--- src/rtl/draw_cards.sv ---
// -----------------------------------------------------------------------------
// draw_cards
//   Plots up to three cards as filled squares on the 3x3 card grid of the
//   160x120 VGA frame. Each card occupies one slot (index 1..9, row-major from
//   the top-left slot). It has a 1-pixel outline in BORDER_COL and is filled
//   with its own colour. Pixels stream out one per cycle in row-major order.
//   Slots with index 0 or 10..15 are skipped and produce no pixels.
//
// Ports
//   clk            system clock
//   reset_n        asynchronous, active-low reset
//   i_start        1-cycle draw request, honoured only while idle
//   i_card_idx     slot indices: [3:0] card0, [7:4] card1, [11:8] card2
//   i_card_colour  fill colours: [2:0] card0, [5:3] card1, [8:6] card2
//   o_x, o_y       pixel coordinate (0 when o_plot is low)
//   o_colour       pixel colour (0 when o_plot is low)
//   o_plot         pixel write enable for the VGA adapter
//   o_busy         high while cards are being loaded, drawn or advanced
//   o_done         1-cycle pulse once all three slots have been handled
// -----------------------------------------------------------------------------
module draw_cards #(
  parameter int          CARD_W     = 16,
  parameter int          CARD_H     = 16,
  parameter int          X_ORG      = 50,
  parameter int          Y_ORG      = 30,
  parameter int          PITCH      = 20,
  parameter logic [2:0]  BORDER_COL = 3'b111
) (
  input  logic        clk,
  input  logic        reset_n,
  input  logic        i_start,
  input  logic [11:0] i_card_idx,
  input  logic [8:0]  i_card_colour,
  output logic [7:0]  o_x,
  output logic [6:0]  o_y,
  output logic [2:0]  o_colour,
  output logic        o_plot,
  output logic        o_busy,
  output logic        o_done
);

  localparam logic [3:0] LAST_PX = 4'(CARD_W - 1);
  localparam logic [3:0] LAST_PY = 4'(CARD_H - 1);

  typedef enum logic [2:0] {
    S_IDLE,
    S_LOAD,
    S_DRAW,
    S_NEXT,
    S_DONE
  } state_t;

  state_t      r_state;
  state_t      w_nextState;

  // r_accepted marks the cycle between capturing a request and entering LOAD,
  // so the request and its data are taken together from the same edge.
  logic        r_accepted;
  logic [11:0] r_idx;
  logic [8:0]  r_col;
  logic [1:0]  r_sel;
  logic [7:0]  r_x0;
  logic [6:0]  r_y0;
  logic [3:0]  r_px;
  logic [3:0]  r_py;

  logic [3:0]  w_curIdx;
  logic [2:0]  w_fill;
  logic        w_idxValid;
  logic [1:0]  w_col;
  logic [1:0]  w_row;
  logic        w_lastPx;
  logic        w_lastPy;
  logic        w_plot;
  logic        w_onBorder;

  // Select the index and fill colour of the card currently being handled.
  always_comb begin
    w_curIdx = i_card_idx[3:0] & 4'h0;
    w_fill   = 3'd0;
    case (r_sel)
      2'd0: begin
        w_curIdx = r_idx[3:0];
        w_fill   = r_col[2:0];
      end
      2'd1: begin
        w_curIdx = r_idx[7:4];
        w_fill   = r_col[5:3];
      end
      default: begin
        w_curIdx = r_idx[11:8];
        w_fill   = r_col[8:6];
      end
    endcase
  end

  assign w_idxValid = (w_curIdx >= 4'd1) && (w_curIdx <= 4'd9);

  // Slot index to grid column/row; invalid indices map to slot 1 but are never drawn.
  always_comb begin
    w_col = 2'd0;
    w_row = 2'd0;
    case (w_curIdx)
      4'd2: w_col = 2'd1;
      4'd3: w_col = 2'd2;
      4'd4: w_row = 2'd1;
      4'd5: begin w_col = 2'd1; w_row = 2'd1; end
      4'd6: begin w_col = 2'd2; w_row = 2'd1; end
      4'd7: w_row = 2'd2;
      4'd8: begin w_col = 2'd1; w_row = 2'd2; end
      4'd9: begin w_col = 2'd2; w_row = 2'd2; end
      default: ;
    endcase
  end

  assign w_lastPx = (r_px == LAST_PX);
  assign w_lastPy = (r_py == LAST_PY);

  // State register.
  always_ff @(posedge clk or negedge reset_n) begin
    if (!reset_n) r_state <= S_IDLE;
    else          r_state <= w_nextState;
  end

  // Next-state decode.
  always_comb begin
    w_nextState = r_state;
    case (r_state)
      S_IDLE: if (r_accepted) w_nextState = S_LOAD;
      S_LOAD: w_nextState = w_idxValid ? S_DRAW : S_NEXT;
      S_DRAW: if (w_lastPx && w_lastPy) w_nextState = S_NEXT;
      S_NEXT: w_nextState = (r_sel == 2'd2) ? S_DONE : S_LOAD;
      S_DONE: w_nextState = S_IDLE;
      default: w_nextState = S_IDLE;
    endcase
  end

  // Request capture, card origin computation and raster counters.
  always_ff @(posedge clk or negedge reset_n) begin
    if (!reset_n) begin
      r_accepted <= 1'b0;
      r_idx      <= '0;
      r_col      <= '0;
      r_sel      <= '0;
      r_x0       <= '0;
      r_y0       <= '0;
      r_px       <= '0;
      r_py       <= '0;
    end else begin
      case (r_state)
        S_IDLE: begin
          if (r_accepted) begin
            r_accepted <= 1'b0;
          end else if (i_start) begin
            r_accepted <= 1'b1;
            r_idx      <= i_card_idx;
            r_col      <= i_card_colour;
            r_sel      <= 2'd0;
          end
        end
        S_LOAD: begin
          r_x0 <= 8'(X_ORG + PITCH * int'(w_col));
          r_y0 <= 7'(Y_ORG + PITCH * int'(w_row));
          r_px <= 4'd0;
          r_py <= 4'd0;
        end
        S_DRAW: begin
          if (w_lastPx) begin
            r_px <= 4'd0;
            r_py <= r_py + 4'd1;
          end else begin
            r_px <= r_px + 4'd1;
          end
        end
        S_NEXT: begin
          if (r_sel != 2'd2) r_sel <= r_sel + 2'd1;
        end
        default: ;
      endcase
    end
  end

  assign w_plot     = (r_state == S_DRAW);
  assign w_onBorder = (r_px == 4'd0) || w_lastPx || (r_py == 4'd0) || w_lastPy;

  // Pixel outputs are forced to zero whenever nothing is being plotted.
  always_comb begin
    o_x      = 8'd0;
    o_y      = 7'd0;
    o_colour = 3'd0;
    if (w_plot) begin
      o_x      = r_x0 + {4'd0, r_px};
      o_y      = r_y0 + {3'd0, r_py};
      o_colour = w_onBorder ? BORDER_COL : w_fill;
    end
  end

  assign o_plot = w_plot;
  assign o_busy = (r_state == S_LOAD) || (r_state == S_DRAW) || (r_state == S_NEXT);
  assign o_done = (r_state == S_DONE);

endmodule

--- config.mk ---
export PLATFORM = sky130hd
export DESIGN_NAME = draw_cards
export DESIGN_NICKNAME = d
export VERILOG_FILES = /design/src/rtl/draw_cards.sv
export SDC_FILE = /design/constraint.sdc
export NUM_CORES = 1
export LEC_CHECK = 0
export CAP_MARGIN = 20
export CORE_MARGIN = 5
export CORE_UTILIZATION = 53
export DETAILED_ROUTE_END_ITERATION = 8
export GPL_ROUTABILITY_DRIVEN = 0
export HOLD_SLACK_MARGIN = 0.02
export PLACE_DENSITY = 0.83
export SYNTH_ARGS = -nofsm -noshare
export SYNTH_HDL_FRONTEND = slang
export SYNTH_SLANG_ARGS = --single-unit
--- constraint.sdc ---
create_clock -name clk -period 2.8 [get_ports clk]
set_input_delay 0.56 -clock clk [delete_from_list [all_inputs] [get_ports clk]]
set_output_delay 0.56 -clock clk [all_outputs]
set_load 0.03 [all_outputs]
==> summary.md <==
| Metric | Value |
|---|---|
| Maximum clock frequency | 0.372 GHz |
| Via count | 1994 |
| Power spent charging and discharging nets | 1.58 mW |
| Ratio of routed vias to standard cells | 5.36 |
| Ys async rst share | 100% |
| Signed area change from the synthesized netlist to the final layout | 23.4% |
| Fraction of layout instances using a drive strength above 1 | 21.0% |
| Half-perimeter wire length after placement | 3740 um |
| Cell accounting for the most synthesized area | sky130_fd_sc_hd__dfrtp_1 |
| Critical Path Fanout Max | 5 |
| Setup slack after layout | 0.113 ns |
| Dpl cells | 363 |
| Nets | 348 |
| Final cell count without fillers | 372 |
| Sw frac | 43.0% |
| Floorplan Core Area | 4790 um2 |
| Library cell contributing the largest single delay on the critical path | sky130_fd_sc_hd__dfrtp_1 |
| Clock Pin Slew Worst Setup and Hold Paths | 0.09 ns |
| Area of the die | 6500 um2 |
| Htree depth | 2 |
| Number of synthesized flops with an enable pin | 0 |
| Power density over cell area | 1130 nW/um2 |
| Die height | 80.6 um |
| Maximum buffer depth of the clock tree | 2 |
| GRT Total Usage | 17.3% |
| Type of the worst setup path | flip-flop to output pin |
| Final Power | 3.68 mW |
| Vias in the first global route | 1990 |
| Crit-path max cell delay | 0.43 ns |
| Synth Area in Adders | 10.0% |
| Slew at the pin closest to its max-slew limit | 0.599 ns |
| Worst relative slew slack | 60.0% |
| TritonCTS sink count | 46 |
| Dominant combinational cell family by area after synthesis | compound AO/OA/AOI/OAI gates |
| Internal | 2.10 mW |
| Final cycle utilization of the critical path | 96.0% |
| Synthesized netlist cell count | 254 |
| Detailed-routing iteration count for the pre-antenna-repair pass | 4 |
| Net count of the mapped netlist | 298 |
| Skew final | 0.00420 ns |
| Sequential element share of the synthesized area | 43.6% |
| Crit path launch type | flip-flop |
| Sequential group share of total power | 31.6% |
| Detail Route Antenna Nets | 0 |
| CP Cell Sequence | ha_1, and3_1, a2111oi_2, buf_4, a31oi_1, dlygate4sd2_1 |
| Result of the run | complete, no violations |
| Comb power frac | 55.3% |
| Post-route standard cell area excluding fillers | 3260 um2 |
| Avg Inst Size Synth | 10.4 um2 |
| Min-Delay Path Class | input pin to asynchronous set/reset pin |
| Max rail drop VDD | 0.000611 V |
| Inserted Clock Buffers | 5 |
| Pins Over Slew Limit | 0 |
| Number of antenna cells inserted | 0 |
| TritonCTS clock tree | built |
| Overall routed net length | 4930 um |
| Simple-gate share of the synthesized area | 14.2% |
| Main flop type after synthesis | sky130_fd_sc_hd__dfrtp_1 |
| Final Setup Violations | 0 |
| Post-synth top area share | 43.6% |
| Summed instance area of the synthesized netlist | 2640 um2 |
| Number of post-CTS setup repair buffers | 0 |
| Initial cell density of the core | 55.2% |
| Count of different cell masters after synthesis | 45 |
| RSZ-0062 raised after global routing | false |
| Min Tclk post-route | 2.69 ns |
| Final Hold Violating Endpoints | 0 |
| Delay-heaviest family, CP | buffers and inverters |
| Most numerous cell types in the synthesized netlist | 46 x sky130_fd_sc_hd__dfrtp_1, 25 x sky130_fd_sc_hd__nand2_1, 22 x sky130_fd_sc_hd__mux2_2 |
| Required time reported for the critical path endpoint | 2.24 ns |
| Most repeated cell in the gate-level netlist after synthesis | sky130_fd_sc_hd__dfrtp_1 |
| Clk Tree Root Cell | sky130_fd_sc_hd__clkbuf_8 |
| Average wire per standard cell | 13.3 um |
| Detailed router's first-iteration violation count | 108 |
| Clk Latency, worst-skew pair | 0.29 ns |
| Number of buffers and inverters on the critical path | 2 |
| Wire length of the first global-routing pass | 8860 um |
| Largest cells by area after synthesis | sky130_fd_sc_hd__dfrtp_1 44%, sky130_fd_sc_hd__mux2_2 9.4%, sky130_fd_sc_hd__ha_1 8.5% |
| Filler cell count | 383 |
| Arrival time at the worst endpoint | 2.13 ns |
| Worst slack at placement | 0.0818 ns |
| Largest net degree at the start of global routing | 47 |
| Post-synthesis compound-gate area fraction | 15.3% |
| DR DRC count | 0 |
| Yosys reg bits | 46 |
| Count of port buffers added during placement | 44 |
| Count of yosys warnings during synthesis | 0 |
| Overflow left after global routing | 0 |
| Summed negative setup slack over all endpoints | 0 ns |
| Max-capacitance violation count | 0 |
| Top-level port count | 45 |
| Clock network fraction of design power | 13.1% |
| Final core area utilization | 68.1% |
| Hold-fix buffers, CTS | 0 |
| Placed cell areas | 3140 um2 |
| Standby leakage power | 1.49 nW |
| Multiplexer fraction of the synthesized cell area | 9.76% |
| Fraction of synthesized cell area in xor and xnor cells | 2.65% |
| Chip Width | 80.6 um |
| WHS | 0.270 ns |
| Initial antenna violation count | 0 |
| Row count | 25 |
| Setup crit end kind | output pin |
## registers in the layout, indices dropped and copies added, names as in the netlist
name        count
r_y0            5
r_x0            6
r_py            4
r_sel           2
r_col           9
r_px            4
r_state         3
r_idx          12
r_accepted      1
## cells by family (layout without fill, tap and decap cells)
kind of cell             after synthesis  in the layout
AND/OR/NAND/NOR                       77             77
AO/OA/AOI/OAI                         57             57
flip-flops                            46             46
multiplexers                          23             23
buffers and inverters                 23             74
adder cells (fa/ha/maj)               20             20
XOR/XNOR                               8              8
## power by group through the flow
| stage | Clock, mW | Sequential, mW | Combinational [mW] |
|---|---|---|---|
| final | 0.482 | 1.16 | 2.04 |
| after global routing | 0.523 | 1.21 | 2.30 |
| after CTS | 0.498 | 1.16 | 2.05 |
| after detailed placement | 0 | 1.17 | 2.07 |
| after global placement | 0 | 1.15 | 2.02 |
| after floorplan | 0 | 1.13 | 1.59 |
## final cells by class
class / instances / area (um2) / area share (%)
well taps: 67 / 83.8 / 2.57
inverters: 13 / 48.8 / 1.50
repair buffers: 53 / 478 / 14.7
clock inverters: 2 / 37.5 / 1.15
multi-input cells: 185 / 1390 / 42.6
clock buffers: 6 / 72.6 / 2.23
flip-flops and latches: 46 / 1150 / 35.3
## cells in the final DEF (no fill, tap or decap), drive strengths merged, types with 3 or more instances in the layout
cell,netlist,layout
dfrtp,46,46
clkdlybuf4s50,0,27
nand2,25,25
mux2,22,22
nor2,22,22
ha,18,18
o21ai,16,16
buf,7,15
inv,13,13
a21oi,13,13
clkbuf,3,11
nand3,6,6
and2,6,6
dlygate4sd2,0,6
a22o,6,6
a21o,5,5
a31oi,5,5
xnor2,4,4
nand4,4,4
xor2,4,4
nand2b,3,3
a22oi,3,3
o31ai,3,3
## metal layers
| layer | global-route usage, % | vias up | share of wire (%) |
|---|---|---|---|
| li1 | - | 989 | - |
| met1 | 22.0 | 950 | 45 |
| met2 | 30.4 | 53 | 49 |
| met3 | 3.25 | 2 | 5.9 |
| met4 | 4.05 | 0 | 0.55 |
| met5 | 0 | - | 0 |
## repair_timing
item                       in CTS  in global routing
resized for setup              12                 16
setup endpoints to repair      13                  9
pin swaps                       0                  0
hold endpoints to repair        0                  0
## final timing paths
kind                               start          end  slack, ns  cells after the start
worst max-delay path             r_py[0]  o_colour[2]       0.11                      6
worst min-delay path             reset_n      r_px[0]       0.27                      1
worst max register to register  r_sel[1]      r_x0[4]       0.31                     11
worst min register to register  r_idx[0]     r_idx[0]       0.51                      1
max in group asynchronous        reset_n    r_idx[11]       2.01                      2
min in group clk                r_idx[0]     r_idx[0]       0.51                      1
Note: power is estimated with default switching activity, not from simulation.
